## src/rtl/ram_port_arbiter.sv

```systemverilog
// Purpose  : round-robin arbiter, with per-requester lock, for the single-port 64x8 data RAM.
// Latency  : a request is granted one cycle later at the earliest; read data arrives one cycle after the grant.
// Backpress: a requester holds req until gnt arrives; a held lock can starve the other requester
//            unless ARB_LOCK_LIMIT_EN caps the run length.
//
// Requester 0 is the processor core and requester 1 is the host/debug port.
// The arbiter performs one RAM access per cycle.
//
// Ports
//   clk, rst                  clock; asynchronous active-low reset (0 = reset)
//   req0/1, lock0/1           access request, and keep-grant request
//   we0/1, addr0/1, wdata0/1  access attributes, held stable while req is high
//   gnt0/1                    registered; the access is performed this cycle
//   rvalid0/1                 registered; rdata holds read data for that requester
//   rdata                     shared read data bus (tracks ram_rdata)
//   ram_wren/addr/wdata       RAM control, muxed from the granted requester
//   ram_rdata                 RAM read data, one cycle after the address
//
// Build option
//   ARB_LOCK_LIMIT_EN: a locked requester keeps the grant for at most HOLD_MAX
//   consecutive cycles while the other requester waits.
module ram_port_arbiter #(
  parameter int AW = 6,
  parameter int DW = 8
`ifdef ARB_LOCK_LIMIT_EN
  , parameter int HOLD_MAX = 16
`endif
) (
  input  logic          clk,
  input  logic          rst,
  input  logic          req0,
  input  logic          req1,
  input  logic          lock0,
  input  logic          lock1,
  input  logic          we0,
  input  logic          we1,
  input  logic [AW-1:0] addr0,
  input  logic [AW-1:0] addr1,
  input  logic [DW-1:0] wdata0,
  input  logic [DW-1:0] wdata1,
  output logic          gnt0,
  output logic          gnt1,
  output logic          rvalid0,
  output logic          rvalid1,
  output logic [DW-1:0] rdata,
  output logic          ram_wren,
  output logic [AW-1:0] ram_addr,
  output logic [DW-1:0] ram_wdata,
  input  logic [DW-1:0] ram_rdata
);

  typedef enum logic [1:0] {
    IDLE = 2'd0,
    G0   = 2'd1,
    G1   = 2'd2
  } state_t;

  state_t state;
  state_t state_nxt;
  logic   rr_last;   // index of the most recently granted requester
  logic   last_idx;  // the grant in progress counts as the most recent one
  logic   brk0;      // lock0 is overridden by the hold limit
  logic   brk1;      // lock1 is overridden by the hold limit

`ifdef ARB_LOCK_LIMIT_EN
  localparam int CW = $clog2(HOLD_MAX + 1);
  // Counts consecutive grant cycles to the current owner, including this cycle.
  logic [CW-1:0] hold_cnt;

  assign brk0 = (hold_cnt >= CW'(HOLD_MAX)) && req1;
  assign brk1 = (hold_cnt >= CW'(HOLD_MAX)) && req0;
`else
  assign brk0 = 1'b0;
  assign brk1 = 1'b0;
`endif

  always_comb begin
    last_idx = rr_last;
    if (state == G0) begin
      last_idx = 1'b0;
    end else if (state == G1) begin
      last_idx = 1'b1;
    end

    state_nxt = IDLE;
    if ((state == G0) && lock0 && req0 && !brk0) begin
      state_nxt = G0;
    end else if ((state == G1) && lock1 && req1 && !brk1) begin
      state_nxt = G1;
    end else if (req0 && req1) begin
      state_nxt = last_idx ? G0 : G1;
    end else if (req0) begin
      state_nxt = G0;
    end else if (req1) begin
      state_nxt = G1;
    end
  end

  always_ff @(posedge clk or negedge rst) begin
    if (!rst) begin
      state   <= IDLE;
      gnt0    <= 1'b0;
      gnt1    <= 1'b0;
      rvalid0 <= 1'b0;
      rvalid1 <= 1'b0;
      rr_last <= 1'b1;  // after reset, a tie goes to requester 0
`ifdef ARB_LOCK_LIMIT_EN
      hold_cnt <= '0;
`endif
    end else begin
      state   <= state_nxt;
      gnt0    <= (state_nxt == G0);
      gnt1    <= (state_nxt == G1);
      rvalid0 <= gnt0 & ~we0;
      rvalid1 <= gnt1 & ~we1;
      if (state == G0) begin
        rr_last <= 1'b0;
      end else if (state == G1) begin
        rr_last <= 1'b1;
      end
`ifdef ARB_LOCK_LIMIT_EN
      if (state_nxt == IDLE) begin
        hold_cnt <= '0;
      end else if (state_nxt != state) begin
        hold_cnt <= CW'(1);
      end else if (hold_cnt < CW'(HOLD_MAX)) begin
        hold_cnt <= hold_cnt + CW'(1);
      end
`endif
    end
  end

  // The RAM port follows the registered state only, so there is no
  // combinational path from req to the RAM.
  always_comb begin
    ram_wren  = 1'b0;
    ram_addr  = '0;
    ram_wdata = '0;
    case (state)
      G0: begin
        ram_wren  = we0;
        ram_addr  = addr0;
        ram_wdata = wdata0;
      end
      G1: begin
        ram_wren  = we1;
        ram_addr  = addr1;
        ram_wdata = wdata1;
      end
      default: ;
    endcase
  end

  assign rdata = ram_rdata;

endmodule
```

## config.mk

```make
export PLATFORM = sky130hd
export DESIGN_NAME = ram_port_arbiter
export DESIGN_NICKNAME = d
export VERILOG_FILES = /design/src/rtl/ram_port_arbiter.sv
export SDC_FILE = /design/constraint.sdc
export NUM_CORES = 1
export LEC_CHECK = 0
export CAP_MARGIN = 20
export CORE_MARGIN = 3
export CORE_UTILIZATION = 25
export CTS_CLUSTER_DIAMETER = 50
export DETAILED_ROUTE_END_ITERATION = 10
export GPL_ROUTABILITY_DRIVEN = 0
export PLACE_DENSITY = 0.76
export SYNTH_ARGS = -nofsm -noshare
export SYNTH_HDL_FRONTEND = slang
export SYNTH_SLANG_ARGS = --single-unit
```

## constraint.sdc

```tcl
create_clock -name clk -period 1.7 [get_ports clk]
set_clock_uncertainty 0.05 [all_clocks]
set_input_delay 0.17 -clock clk [delete_from_list [all_inputs] [get_ports clk]]
set_output_delay 0.17 -clock clk [all_outputs]
set_load 0.01 [all_outputs]
```

==> Word-level counts from Yosys, hierarchy flattened <==
Index checks and enable logic that the tools add are counted.
{ "classes": {"n_bitwise": 4, "muxes": 11, "eq_ne": 4, "n_reduce_logical": 5} }
{ "ops": {"columns": ["operator", "n"], "rows": [
  ["8-bit case mux with 2 select lines", 1],
  ["2-bit 2-to-1 mux", 6],
  ["6-bit case mux with 2 select lines", 1],
  ["1-bit logical AND", 5],
  ["2-bit by 1-bit equality test with 1-bit output (second input constant)", 2],
  ["2-bit equality test (second input constant)", 2],
  ["1-bit AND", 2],
  ["1-bit 2-to-1 mux", 2],
  ["1-bit inverter", 2],
  ["1-bit case mux with 2 select lines", 1]
]} }
{ "word_totals": {"ff_bits": 7, "wordCells": 30, "out_inout_bits": 27} }

==> Longest topological paths before layout <==
Gate-level depths: netlist of the first run.
{ "depth": {"word_depth": 8, "ltp_mapped": 6, "ltp_nobuf": 4} }

==> Least setup slack after synthesis of the first run <==
OpenSTA, ideal clock, no wires.
{ "synth_timing": {"path_type": "flip-flop to output port", "startpoint": "reg state[0]", "endpoint": "out ram_addr[2]", "n_path_buf": 1, "path_stages_with_launch": 6, "arrival_ns": 1.112, "path_slack_ns": 0.368, "required_time_ns": 1.480, "cell_sequence": "dfrtp_1 > inv_1 > ha_1 > buf_2 > a22oi_1 > nor2_1"} }
{ "synth_between": {"elab_chain_cells": 2, "elab_cells_between_ends": 3} }
{ "synth_rtl": {"columns": ["item", "line", "rtl"], "rows": [
  ["start: declaration", "58", "state_t state;"],
  ["start signal: assignment", "111", "state <= state_nxt;"],
  ["2-bit equality test or 2-bit by 1-bit equality test with 1-bit output (tied branches)", "139", "case (state)"],
  ["6-bit case mux with 2 select lines *", "139", null],
  ["end: declaration", "47", "output logic [AW-1:0] ram_addr,"]
]} }
Every way passes the cells marked *; elsewhere a longest branch is shown, timed or not.

==> Final worst setup path of the first run <==
{ "layout_timing": {"startpoint": "reg state[0]", "endpoint": "out ram_wdata[3]"} }
{ "layout_between": {"elab_chain_cells": 2, "elab_cells_between_ends": 3} }
{ "layout_rtl": {"columns": ["item", "line", "rtl"], "rows": [
  ["2-bit equality test or 2-bit by 1-bit equality test with 1-bit output (tied branches)", "139", null],
  ["8-bit case mux with 2 select lines *", "139", null],
  ["end: declaration", "48", "output logic [DW-1:0] ram_wdata,"]
]} }
Marks and branches as above.

==> results of run 1 <==
-- final timing paths --
check                                  start           end  slack, ns  cells past startpoint
worst max-delay path                state[0]  ram_wdata[3]      0.002                      6
worst min-delay path                     rst       rvalid0       0.11                      1
worst max register to register      state[0]          gnt0       0.36                      5
worst min register to register          gnt0       rvalid0       0.44                      1
max in group asynchronous                rst       rr_last       1.20                      1
min in group clk                ram_rdata[2]      rdata[2]       0.29                      0
-- final cells by class --
class	instances	area, um2	share of cell area
Clock buffer	4	26.3	0.0226
Inverter	3	11.3	0.00970
Multi-Input combinational cell	43	359	0.309
Sequential cell	7	176	0.152
Tap cell	27	33.8	0.0291
Timing Repair Buffer	64	554	0.477
-- placed cells by master, fill, tap and decap left out --
master / n
sky130_fd_sc_hd__nor2_1: 14
sky130_fd_sc_hd__nor2b_1: 2
sky130_fd_sc_hd__clkbuf_1: 1
sky130_fd_sc_hd__a21bo_2: 1
sky130_fd_sc_hd__a211oi_1: 2
sky130_fd_sc_hd__nor2_2: 1
sky130_fd_sc_hd__ha_2: 1
sky130_fd_sc_hd__buf_6: 2
sky130_fd_sc_hd__dfrtp_1: 6
sky130_fd_sc_hd__buf_4: 8
sky130_fd_sc_hd__and3_1: 1
sky130_fd_sc_hd__ha_4: 1
sky130_fd_sc_hd__a21boi_1: 1
sky130_fd_sc_hd__a22oi_1: 5
sky130_fd_sc_hd__a22oi_2: 10
sky130_fd_sc_hd__buf_2: 14
sky130_fd_sc_hd__clkdlybuf4s15_2: 1
sky130_fd_sc_hd__clkbuf_4: 3
sky130_fd_sc_hd__ha_1: 1
sky130_fd_sc_hd__dfstp_2: 1
sky130_fd_sc_hd__o21ba_4: 1
sky130_fd_sc_hd__inv_1: 3
sky130_fd_sc_hd__clkdlybuf4s50_1: 39
sky130_fd_sc_hd__a22o_1: 2
-- per-layer routing --
| metal | wire length (um) | share of wire |
|---|---|---|
| met1 | 715 | 0.35 |
| met3 | 246 | 0.12 |
| met2 | 1060 | 0.51 |
| met5 | 0 | 0 |
| met4 | 37 | 0.018 |
-- power breakdown --
| part | internal (mW) | switching [mW] | total, mW |
|---|---|---|---|
| clock network | 0.0897 | 0.0632 | 0.153 |
| logic | 0.384 | 0.328 | 0.712 |
| registers | 0.215 | 0.0178 | 0.233 |
| total | 0.688 | 0.409 | 1.10 |
-- sequential cells by signal (all words and copies together), names as in the netlist --
name	flops
state	2
gnt0	1
gnt1	1
rr_last	1
rvalid0	1
rvalid1	1
-- timing repair --
item / 4_1_cts / 5_1_grt
endpoints found under the setup margin: 15 / 12
buffers inserted: 0 / 2
gates cloned: 0 / 1
gates resized for setup: 63 / 13
pin swaps: 0 / 2
-- kinds of logic (layout without fill, tap and decap cells) --
family                     count (synthesis)  after routing  synth area share
DFF                                        7              7             0.314
AOI/OAI and AO/OA                         22             22             0.319
and+or+nand+nor                           18             18             0.134
buffers and inverters                     15             71             0.167
adders and majority gates                  3              3            0.0668
==> metrics.md, run 1 <==
| Metric | Value |
|---|---|
| Count of antenna-violating nets left after detailed routing | `0` |
| Sequential area share after synthesis | `0.314` |
| Max_cap viols | `0` |
| Slew Viols, Final | `0` |
| Level count of the clock H-tree | `1` |
| DIE AREA | `2850 um2` |
| Routed wire per std cell | `13.9 um` |
| Max Clock Freq | `589 MHz` |
| Number of enable flip-flop cells after synthesis | `0` |
| Number of global-route vias before repair | `637` |
| Horizontal die dimension | `53.4 um` |
| Clock sinks | `7` |
| Global-route track usage on met3 | `0.0507` |
| Nets in the synthesized netlist | `112` |
| Mapped Avg Cell Area | `8.64 um2` |
| Root buffer selected by CTS | `sky130_fd_sc_hd__clkbuf_4` |
| Fraction of layout cells with a size suffix above 1 | `0.364` |
| CP max-delay cell | `sky130_fd_sc_hd__dfrtp_1` |
| Number of different library cells in the post-synthesis netlist | `15` |
| Hold Fails Final Rpt | `0` |
| Global routing met2 resource utilization | `0.265` |
| Post-place instance area | `1110 um2` |
| Yosys warning total | `0` |
| Commonest register cell after synthesis | `sky130_fd_sc_hd__dfrtp_1` |
| Via Count | `702` |
| Total Power Consumption | `1.10 mW` |
| Setup-failing EPs final | `0` |
| Run status | `finished, final reports clean` |
| Nets | `169` |
| Most Used Layer, Global Route | `met2` |
| RSZ-0062 raised after global routing | `yes` |
| CORE AREA | `2040 um2` |
| Critical path, cell by cell | `buf_4 > ha_4 > buf_6 > a22oi_2 > nor2_1 > clkdlybuf4s15_2` |
| Total global routing track utilization | `0.135` |
| I/O pin total | `71` |
| Via/cell ratio | `4.74` |
| Final worst slack | `0.00154 ns` |
| Power density over cell area | `945 nW/um2` |
| Synthesized instance count | `65` |
| Arrival @ worst endpoint | `1.48 ns` |
| Maximum buffer depth of the clock tree | `2` |
| Fin crit period | `1.70 ns` |
| Crit Path Category | `flop to output port` |
| Antenna violations before repair | `0` |
| Cell Count Post-Placement | `141` |
| Kind of cell adding the most delay to the critical path | `buffers and inverters` |
| Largest net degree at the start of global routing | `11` |
| Worst relative slew slack | `0.800` |
| Die Ht | `53.4 um` |
| Synthesized cell area | `562 um2` |
| DRC violations left | `0` |
| Num rows | `16` |
| Post-placement setup slack | `-0.0465 ns` |
| Final non-filler cell total | `148` |
| TritonCTS Buffers | `3` |
| Hold bufs inserted after CTS | `0` |
| Final Cell Area | `1160 um2` |
| Worst Setup Start Kind | `flop` |
| Portion of the clock cycle consumed by the worst path in the final layout | `0.999` |
| Async set-reset flop share out of synthesis | `1.00` |
| Layout Utilization | `0.569` |
| Post-Route Setup TNS | `0 ns` |
| Area contributors post-synth | `sky130_fd_sc_hd__dfrtp_1 (27%), sky130_fd_sc_hd__a22oi_1 (20%), sky130_fd_sc_hd__buf_4 (12%), sky130_fd_sc_hd__nor2_1 (10%), sky130_fd_sc_hd__ha_1 (6.7%)` |
| Met1 Use GR | `0.115` |
| Number of buffer and inverter instances along the worst setup path | `3` |
| Number of synthesized register bits | `7` |
| DP HPWL | `1.61 mm` |
| Synth top area share | `0.267` |
| Number of port buffers | `54` |
| Critical Path Fanout Max | `8` |
| Fill count | `186` |
| Largest stage delay, worst path | `0.37 ns` |
| Peak supply drop | `0.000458 V` |
| Effective utilization at floorplan | `0.275` |
| TritonCTS clock tree | `built` |
| Drt total wl | `2.06 mm` |
| Critical Path Sink Type | `output port` |
| Actual transition at the worst max-transition pin | `0.299 ns` |
| Min-delay worst type | `input pin to async pin` |
| Congestion Overflow GR | `0` |
| P_leak | `0.512 nW` |
| ANT cells | `0` |
| Hold WS | `0.112 ns` |
| Data required, critical path | `1.48 ns` |
| Global-route wire length before repair | `2.75 mm` |
| Latest clock arrival within the worst-skew pair | `0.25 ns` |
| Detailed router's first-iteration violation count | `6` |
| Cell types with the highest counts after synthesis | `sky130_fd_sc_hd__a22oi_1 (15), sky130_fd_sc_hd__nor2_1 (15), sky130_fd_sc_hd__buf_4 (9)` |
| Growth of design area from synthesis to finish | `107%` |
| Clock-pin slew on the worst setup and hold paths | `0.05 ns` |
| First-pass iteration count of the detailed router | `4` |
| Cell taking the most area after synthesis | `sky130_fd_sc_hd__dfrtp_1` |
No activity file was read; power rests on OpenSTA's default activity.
==> run 2: changes to the inputs <==
--- a/config.mk
+++ b/config.mk
@@ -5,13 +5,14 @@
 export SDC_FILE = /design/constraint.sdc
 export NUM_CORES = 1
 export LEC_CHECK = 0
+export ABC_AREA = 1
 export CAP_MARGIN = 20
-export CORE_MARGIN = 3
-export CORE_UTILIZATION = 25
+export CORE_MARGIN = 2
+export CORE_UTILIZATION = 29
 export CTS_CLUSTER_DIAMETER = 50
 export DETAILED_ROUTE_END_ITERATION = 10
 export GPL_ROUTABILITY_DRIVEN = 0
-export PLACE_DENSITY = 0.76
+export PLACE_DENSITY = 0.81
 export SYNTH_ARGS = -nofsm -noshare
 export SYNTH_HDL_FRONTEND = slang
 export SYNTH_SLANG_ARGS = --single-unit
==> constraint.sdc (replaced) <==
create_clock -name clk -period 2 [get_ports clk]
set_clock_uncertainty 0.05 [all_clocks]
set_input_delay 0.2 -clock clk [delete_from_list [all_inputs] [get_ports clk]]
set_output_delay 0.2 -clock clk [all_outputs]
set_load 0.01 [all_outputs]
==> run 2 against run 1 <==
  * Hold slack gained 0.051 ns
  * Sequential share of layout area is the same
  * Flip-flop and latch count unchanged
  * Critical path depth fell by 1
  * Synthesized cell count grew 37%
  * Wire length fell by 10%
  * Register-to-register slack improved by 0.37 ns
  * Total power fell by 21%
  * Combinational power down 23%
  * Sequential power shrank 14%
  * Global-route usage increased by 1.8 points
==> metrics.md, run 2 <==
| Metric | Value |
|---|---|
| Run status | `finished, final reports clean (unchanged)` |
| Critical R2R Capture | `state[1] (was gnt0)` |
| Max Clock Freq | `556 MHz` |
| Highest-count cells in the layout ignoring fill and taps | `sky130_fd_sc_hd__clkdlybuf4s50_1 (39), sky130_fd_sc_hd__nand2_1 (35), sky130_fd_sc_hd__dlygate4sd2_1 (15) (was sky130_fd_sc_hd__clkdlybuf4s50_1 (39), sky130_fd_sc_hd__nor2_1 (14), sky130_fd_sc_hd__buf_2 (14))` |
| Async set-reset flop share out of synthesis | `1.00 (unchanged)` |
| Number of cells on the worst reg-to-reg path | `7 (was 5)` |
| Effective utilization at floorplan | `0.316 (was 0.275)` |
| Portion of the clock cycle consumed by the worst path in the final layout | `0.899` |
| Post-Route Setup TNS | `0 ns (unchanged)` |
| Synth top area share | `0.238 (was 0.267)` |
| Detailed router's first-iteration violation count | `14 (was 6)` |
| DP HPWL | `1.56 mm (was 1.61 mm)` |
| Total global routing track utilization | `0.153 (was 0.135)` |
| Data required, critical path | `1.75 ns (was 1.48 ns)` |
| DRC violations left | `0 (unchanged)` |
| Cell Count Post-Placement | `164 (was 141)` |
| TritonCTS clock tree | `built (unchanged)` |
| Storage element area | `176 um2 (unchanged)` |
| Routed wire per std cell | `11.0 um (was 13.9 um)` |
| Die Ht | `50.7 um (was 53.4 um)` |
| Fraction of layout cells with a size suffix above 1 | `0.149 (was 0.364)` |
| Setup repair bufs after CTS | `0 (unchanged)` |
| Global-route wire length before repair | `3.01 mm (was 2.75 mm)` |
| Count of antenna-violating nets left after detailed routing | `0 (unchanged)` |
| Num rows | `16 (unchanged)` |
| Level count of the clock H-tree | `1 (unchanged)` |
| RSZ-0062 raised after global routing | `no (was yes)` |
| Nets | `189 (was 169)` |
| Flop-to-flop setup slack | `0.73 ns (was 0.36 ns)` |
| Critical Path Fanout Max | `8 (unchanged)` |
| Congestion Overflow GR | `0 (unchanged)` |
| Number of different library cells in the post-synthesis netlist | `13 (was 15)` |
| I/O pin total | `71 (unchanged)` |
| Root buffer selected by CTS | `sky130_fd_sc_hd__clkbuf_4 (unchanged)` |
| Worst relative slew slack | `0.793 (was 0.800)` |
| Mapped Avg Cell Area | `7.10 um2 (was 8.64 um2)` |
| Yosys warning total | `0 (unchanged)` |
| Sequential area share after synthesis | `0.279 (was 0.314)` |
| Total Power Consumption | `0.869 mW (was 1.10 mW)` |
| Hold Fails Final Rpt | `0 (unchanged)` |
| CORE AREA | `2000 um2 (was 2040 um2)` |
| Drt total wl | `1.84 mm (was 2.06 mm)` |
| Horizontal die dimension | `50.7 um (was 53.4 um)` |
| DIE AREA | `2570 um2 (was 2850 um2)` |
| Max_cap viols | `0 (unchanged)` |
| Slew Viols, Final | `0 (unchanged)` |
| Clock-pin slew on the worst setup and hold paths | `0.05 ns (about the same)` |
| Most common cell after layout, fill and taps aside | `sky130_fd_sc_hd__clkdlybuf4s50_1 (unchanged)` |
| Maximum buffer depth of the clock tree | `2 (unchanged)` |
| Number of port buffers | `54 (unchanged)` |
| Latest clock arrival within the worst-skew pair | `0.24 ns (was 0.25 ns)` |
| Cell taking the most area after synthesis | `sky130_fd_sc_hd__dfrtp_1 (unchanged)` |
| Final non-filler cell total | `168 (was 148)` |
| Arrival @ worst endpoint | `1.55 ns (was 1.48 ns)` |
| First-pass iteration count of the detailed router | `4 (unchanged)` |
| Actual transition at the worst max-transition pin | `0.310 ns (was 0.299 ns)` |
| Max reg flops | `2 (unchanged)` |
| Worst Setup Start Kind | `flop (unchanged)` |
| Number of synthesized register bits | `7 (unchanged)` |
| Synthesized instance count | `89 (was 65)` |
| Power density over cell area | `748 nW/um2 (was 945 nW/um2)` |
| Critical Path Sink Type | `output port (unchanged)` |
| Crit Path Category | `flop to output port (unchanged)` |
| Antenna violations before repair | `0 (unchanged)` |
| P_leak | `0.544 nW (was 0.512 nW)` |
| Growth of design area from synthesis to finish | `83.8% (was 107%)` |
| Area contributors post-synth | `sky130_fd_sc_hd__dfrtp_1 (24%), sky130_fd_sc_hd__nand2_1 (21%), sky130_fd_sc_hd__a21oi_2 (14%), sky130_fd_sc_hd__buf_4 (11%), sky130_fd_sc_hd__ha_1 (5.9%) (was sky130_fd_sc_hd__dfrtp_1 (27%), sky130_fd_sc_hd__a22oi_1 (20%), sky130_fd_sc_hd__buf_4 (12%), sky130_fd_sc_hd__nor2_1 (10%), sky130_fd_sc_hd__ha_1 (6.7%))` |
| Peak supply drop | `0.000385 V (was 0.000458 V)` |
| Largest net degree at the start of global routing | `12 (was 11)` |
| Cell types with the highest counts after synthesis | `sky130_fd_sc_hd__nand2_1 (35), sky130_fd_sc_hd__a21oi_2 (10), sky130_fd_sc_hd__buf_4 (9) (was sky130_fd_sc_hd__a22oi_1 (15), sky130_fd_sc_hd__nor2_1 (15), sky130_fd_sc_hd__buf_4 (9))` |
| Leading cell type by number of instances after synthesis | `sky130_fd_sc_hd__nand2_1` |
| Clock sinks | `7 (unchanged)` |
| Synthesized cell area | `632 um2 (was 562 um2)` |
| Register with the highest flop count | `state (unchanged)` |
| Fin crit period | `1.80 ns` |
| Min-delay worst type | `input pin to async pin (unchanged)` |
| Fill count | `180 (was 186)` |
| TritonCTS Buffers | `3 (unchanged)` |
| Multi-input logic area | `324 um2 (was 359 um2)` |
| Nets in the synthesized netlist | `136 (was 112)` |
| Hold WS | `0.163 ns (was 0.112 ns)` |
| Setup-failing EPs final | `0 (unchanged)` |
| ANT cells | `0 (unchanged)` |
| Layout Utilization | `0.580 (was 0.569)` |
| Via/cell ratio | `4.48 (was 4.74)` |
| Number of global-route vias before repair | `747 (was 637)` |
| Commonest register cell after synthesis | `sky130_fd_sc_hd__dfrtp_1 (unchanged)` |
| Number of enable flip-flop cells after synthesis | `0 (unchanged)` |
| Via Count | `752 (was 702)` |
| Startpoint of the worst register-to-register path | `state[0] (unchanged)` |
run 2: cell count changes in the layout (fill, tap and decap cells not counted), sizes merged, moves of 2 or more:
cell,previous run,this run
nor2b,2,0
a21oi,0,15
buf,24,6
o21ai,0,3
nand2,0,35
nor2,15,5
inv,3,8
a22oi,15,0
a211oi,2,0
dlygate4sd2,0,15
a22o,2,0
run 2: stage by stage:
stage / worst slack, ns / area [um2]
6_report: 0.202 / 1160
5_1_grt: 0.0716 / 1160
4_1_cts: 0.196 / 1160
3_5_place_dp: 0.198 / 1150
3_3_place_gp: 0.238 / 1150
2_1_floorplan: 0.610 / 632
run 2: cells by family (layout without fill, tap and decap cells):
group,count (synthesis),count (layout),share of synthesized area
compound gates,18,18,0.208
buf+inv,20,72,0.208
simple gates,41,41,0.246
fa+ha+maj,3,3,0.0594
flops,7,7,0.279
run 2: area by class of cell:
type / instances / share of cell area
Clock buffer: 4 / 0.0226
Inverter: 8 / 0.0259
Multi-Input combinational cell: 62 / 0.279
Sequential cell: 7 / 0.152
Tap cell: 27 / 0.0291
Timing Repair Buffer: 60 / 0.491
run 2: worst max path at each step:
stage | startpoint | to | slack [ns] | depth (start not counted)
final | state[0] | ram_wdata[6] | 0.20 | 5
after global routing | state[1] | ram_addr[1] | 0.07 | 6
after global placement | state[0] | ram_addr[1] | 0.24 | 5
after CTS | state[0] | ram_wdata[7] | 0.20 | 5
after detailed placement | state[0] | ram_wdata[7] | 0.20 | 5
after floorplan | state[0] | ram_wdata[6] | 0.61 | 4
run 2: per-layer routing:
metal / part of all wire / wire length, um / GRT usage
met2: 0.50 / 920 / 0.296
met1: 0.38 / 694 / 0.141
met3: 0.12 / 227 / 0.0655
met4: 0 / 0 / 0.0495
met5: 0 / 0 / 0
run 2: report_power, final:
group	internal, mW	total, mW	switching [mW]	leakage, nW
Combinational	0.270	0.548	0.278	0.443
Sequential	0.183	0.200	0.0168	0.0853
Clock	0.0757	0.120	0.0446	0.0150
run 2: worst max-delay path, stage by stage (launching register included):
cell                            delay, ns
sky130_fd_sc_hd__dfrtp_1             0.34
sky130_fd_sc_hd__inv_1               0.06
sky130_fd_sc_hd__ha_1                0.31
sky130_fd_sc_hd__buf_4               0.18
sky130_fd_sc_hd__a21oi_1             0.12
sky130_fd_sc_hd__dlygate4sd2_1       0.28
run 2: what timing repair did:
action | in CTS | in global routing
resized for setup | 16 | 0
hold buffers | 0 | 0
endpoints found under the setup margin | 15 | 0
==> run 3: changes to the inputs <==
--- a/config.mk
+++ b/config.mk
@@ -7,7 +7,6 @@
 export LEC_CHECK = 0
 export ABC_AREA = 1
 export CAP_MARGIN = 20
-export CORE_MARGIN = 2
 export CORE_UTILIZATION = 29
 export CTS_CLUSTER_DIAMETER = 50
 export DETAILED_ROUTE_END_ITERATION = 10
==> run 3 against run 2 <==
  * Via count grew 1.3%
  * Critical path depth unchanged
  * Global-route usage increased by 0.49 points
  * Sequential power about the same
  * Worst setup slack got worse by 0.0025 ns
  * Critical path type unchanged
  * Final cell count did not move
  * Die area shrank 7.7%
  * Flip-flop and latch count stayed put
  * Clock power increased by 5%
  * Highest routed layer is now met4
  * First-iteration DRC count shrank 43%
  * Largest cell class unchanged
==> metrics.md, run 3 (synthesis gave the netlist of run 2 again) <==
| Metric | Value |
|---|---|
| First-pass iteration count of the detailed router | `4 (unchanged)` |
| Latest clock arrival within the worst-skew pair | `0.25 ns (was 0.24 ns)` |
| Worst relative slew slack | `0.808 (was 0.793)` |
| Cell Count Post-Placement | `164 (unchanged)` |
| Die Ht | `48.7 um (was 50.7 um)` |
| Hold Fails Final Rpt | `0 (unchanged)` |
| Clock sinks | `7 (unchanged)` |
| Power density over cell area | `747 nW/um2 (was 748 nW/um2)` |
| Setup-failing EPs final | `0 (unchanged)` |
| Portion of the clock cycle consumed by the worst path in the final layout | `0.900 (was 0.899)` |
| Slew Viols, Final | `0 (unchanged)` |
| Critical path depth in cells | `5 (unchanged)` |
| Critical Path Sink Type | `output port (unchanged)` |
| Largest stage delay, worst path | `0.35 ns (was 0.34 ns)` |
| Actual transition at the worst max-transition pin | `0.287 ns (was 0.310 ns)` |
| TritonCTS clock tree | `built (unchanged)` |
| Max Clock Freq | `555 MHz (was 556 MHz)` |
| Largest net degree at the start of global routing | `11 (was 12)` |
| Num rows | `16 (unchanged)` |
| Horizontal die dimension | `48.7 um (was 50.7 um)` |
| DRC violations left | `0 (unchanged)` |
| Total Power Consumption | `0.866 mW (was 0.869 mW)` |
| Register with the highest flop count | `state (unchanged)` |
| Critical Path Fanout Max | `10 (was 8)` |
| Top layer used by detailed routing | `met4 (was met3)` |
| Final worst slack | `0.200 ns (was 0.202 ns)` |
| Fill count | `204 (was 180)` |
| Clock-pin slew on the worst setup and hold paths | `0.05 ns (about the same)` |
| DP HPWL | `1.48 mm (was 1.56 mm)` |
| Data required, critical path | `1.75 ns (about the same)` |
| Level count of the clock H-tree | `1 (unchanged)` |
| Congestion Overflow GR | `0 (unchanged)` |
| P_leak | `0.545 nW (was 0.544 nW)` |
| Root buffer selected by CTS | `sky130_fd_sc_hd__clkbuf_4 (unchanged)` |
| CORE AREA | `2000 um2 (unchanged)` |
| Growth of design area from synthesis to finish | `83.4% (was 83.8%)` |
| TritonCTS Buffers | `3 (unchanged)` |
| Max reg flops | `2 (unchanged)` |
| Max_cap viols | `0 (unchanged)` |
| Min-delay worst type | `input pin to async pin (unchanged)` |
| Drt total wl | `1.76 mm (was 1.84 mm)` |
| CP max-delay cell | `sky130_fd_sc_hd__dfrtp_1 (unchanged)` |
| Routed wire per std cell | `10.5 um (was 11.0 um)` |
| Total global routing track utilization | `0.158 (was 0.153)` |
| Via Count | `762 (was 752)` |
| Via/cell ratio | `4.54 (was 4.48)` |
| Fraction of layout cells with a size suffix above 1 | `0.156 (was 0.149)` |
| Most common cell after layout, fill and taps aside | `sky130_fd_sc_hd__clkdlybuf4s50_1 (unchanged)` |
| Detailed route wirelength on metal3 | `230 um (was 227 um)` |
| Post-Route Setup TNS | `0 ns (unchanged)` |
| Routed wl met2 | `818 um (was 920 um)` |
| Final non-filler cell total | `168 (unchanged)` |
| M1 WL | `680 um (was 694 um)` |
| ANT cells | `0 (unchanged)` |
| Global-route wire length before repair | `2.93 mm (was 3.01 mm)` |
| Number of port buffers | `54 (unchanged)` |
| Post-placement setup slack | `0.191 ns (was 0.198 ns)` |
| Number of buffer and inverter instances along the worst setup path | `3 (unchanged)` |
| Highest-count cells in the layout ignoring fill and taps | `sky130_fd_sc_hd__clkdlybuf4s50_1 (39), sky130_fd_sc_hd__nand2_1 (35), sky130_fd_sc_hd__dlygate4sd2_1 (15) (unchanged)` |
| Setup repair bufs after CTS | `0 (unchanged)` |
| Count of antenna-violating nets left after detailed routing | `0 (unchanged)` |
| DIE AREA | `2370 um2 (was 2570 um2)` |
| Worst Setup Start Kind | `flop (unchanged)` |
| Number of global-route vias before repair | `697 (was 747)` |
| RSZ-0062 raised after global routing | `no (unchanged)` |
| Number of cells on the worst reg-to-reg path | `7 (unchanged)` |
| Antenna violations before repair | `0 (unchanged)` |
| Effective utilization at floorplan | `0.316 (unchanged)` |
| Kind of cell adding the most delay to the critical path | `buffers and inverters (unchanged)` |
| Detailed router's first-iteration violation count | `8 (was 14)` |
| Maximum buffer depth of the clock tree | `2 (unchanged)` |
| Arrival @ worst endpoint | `1.55 ns (about the same)` |
| Run status | `finished, final reports clean (unchanged)` |
| Peak supply drop | `0.000436 V (was 0.000385 V)` |
| Nets | `189 (unchanged)` |
| I/O pin total | `71 (unchanged)` |
| Crit Path Category | `flop to output port (unchanged)` |
| Fin crit period | `1.80 ns (about the same)` |
| Critical path, cell by cell | `inv_1 > ha_1 > buf_4 > a21oi_1 > dlygate4sd2_1 (unchanged)` |
==> run 3: changes by cell type in the layout (fill, tap and decap cells not counted), sizes merged <==
cell / before / now
clkbuf: 4 / 3
clkinv: 0 / 1
==> run 3: per-layer routing <==
metal  vias to the layer above  track usage
met5                         -            0
met4                         0       0.0882
met3                         4       0.0786
met2                        44        0.250
met1                       343        0.170
li1                        371            -
==> run 3: cell type report <==
class,count,area [um2],area share
Inverter,8,30.0,0.0259
Clock buffer,3,22.5,0.0194
Clock inverter,1,5.00,0.00432
Tap cell,27,33.8,0.0292
Multi-Input combinational cell,62,324,0.280
Sequential cell,7,176,0.152
Timing Repair Buffer,60,567,0.489
==> run 3: path summary, 6_finish.rpt <==
path	slack, ns	start	end
hold / removal	0.14	rst	gnt0
min in group clk	0.35	ram_rdata[2]	rdata[2]
setup reg to reg	0.72	state[0]	gnt1
max in group asynchronous	1.48	rst	rr_last
setup / recovery	0.20	state[0]	ram_wdata[6]
hold reg to reg	0.45	gnt0	rvalid0
==> run 3: metrics by stage <==
step | hold WS (ns) | utilization | cell area [um2]
after floorplan | -0.146 | - | 632
after global placement | 0.350 | 0.574 | 1150
after detailed placement | 0.350 | 0.574 | 1150
after CTS | 0.140 | 0.579 | 1160
after global routing | 0.148 | 0.579 | 1160
final | 0.143 | 0.579 | 1160
==> run 3: worst reg2reg max path, stage by stage, from the launching register on <==
cell	delay [ns]
sky130_fd_sc_hd__dfrtp_1	0.35
sky130_fd_sc_hd__inv_1	0.06
sky130_fd_sc_hd__ha_1	0.20
sky130_fd_sc_hd__buf_4	0.17
sky130_fd_sc_hd__nand2_1	0.06
sky130_fd_sc_hd__nand2_1	0.07
sky130_fd_sc_hd__nor2_1	0.15
sky130_fd_sc_hd__nor2_1	0.05
==> run 3: power by group <==
part	internal, mW	total, mW	switching [mW]
logic	0.266	0.540	0.274
clock network	0.0730	0.126	0.0525
registers	0.183	0.200	0.0168
total	0.522	0.866	0.343
==> run 3: what timing repair did <==
item	4_1_cts	5_1_grt
endpoints found under the setup margin	15	0
hold buffers	0	0
gates resized for setup	15	0
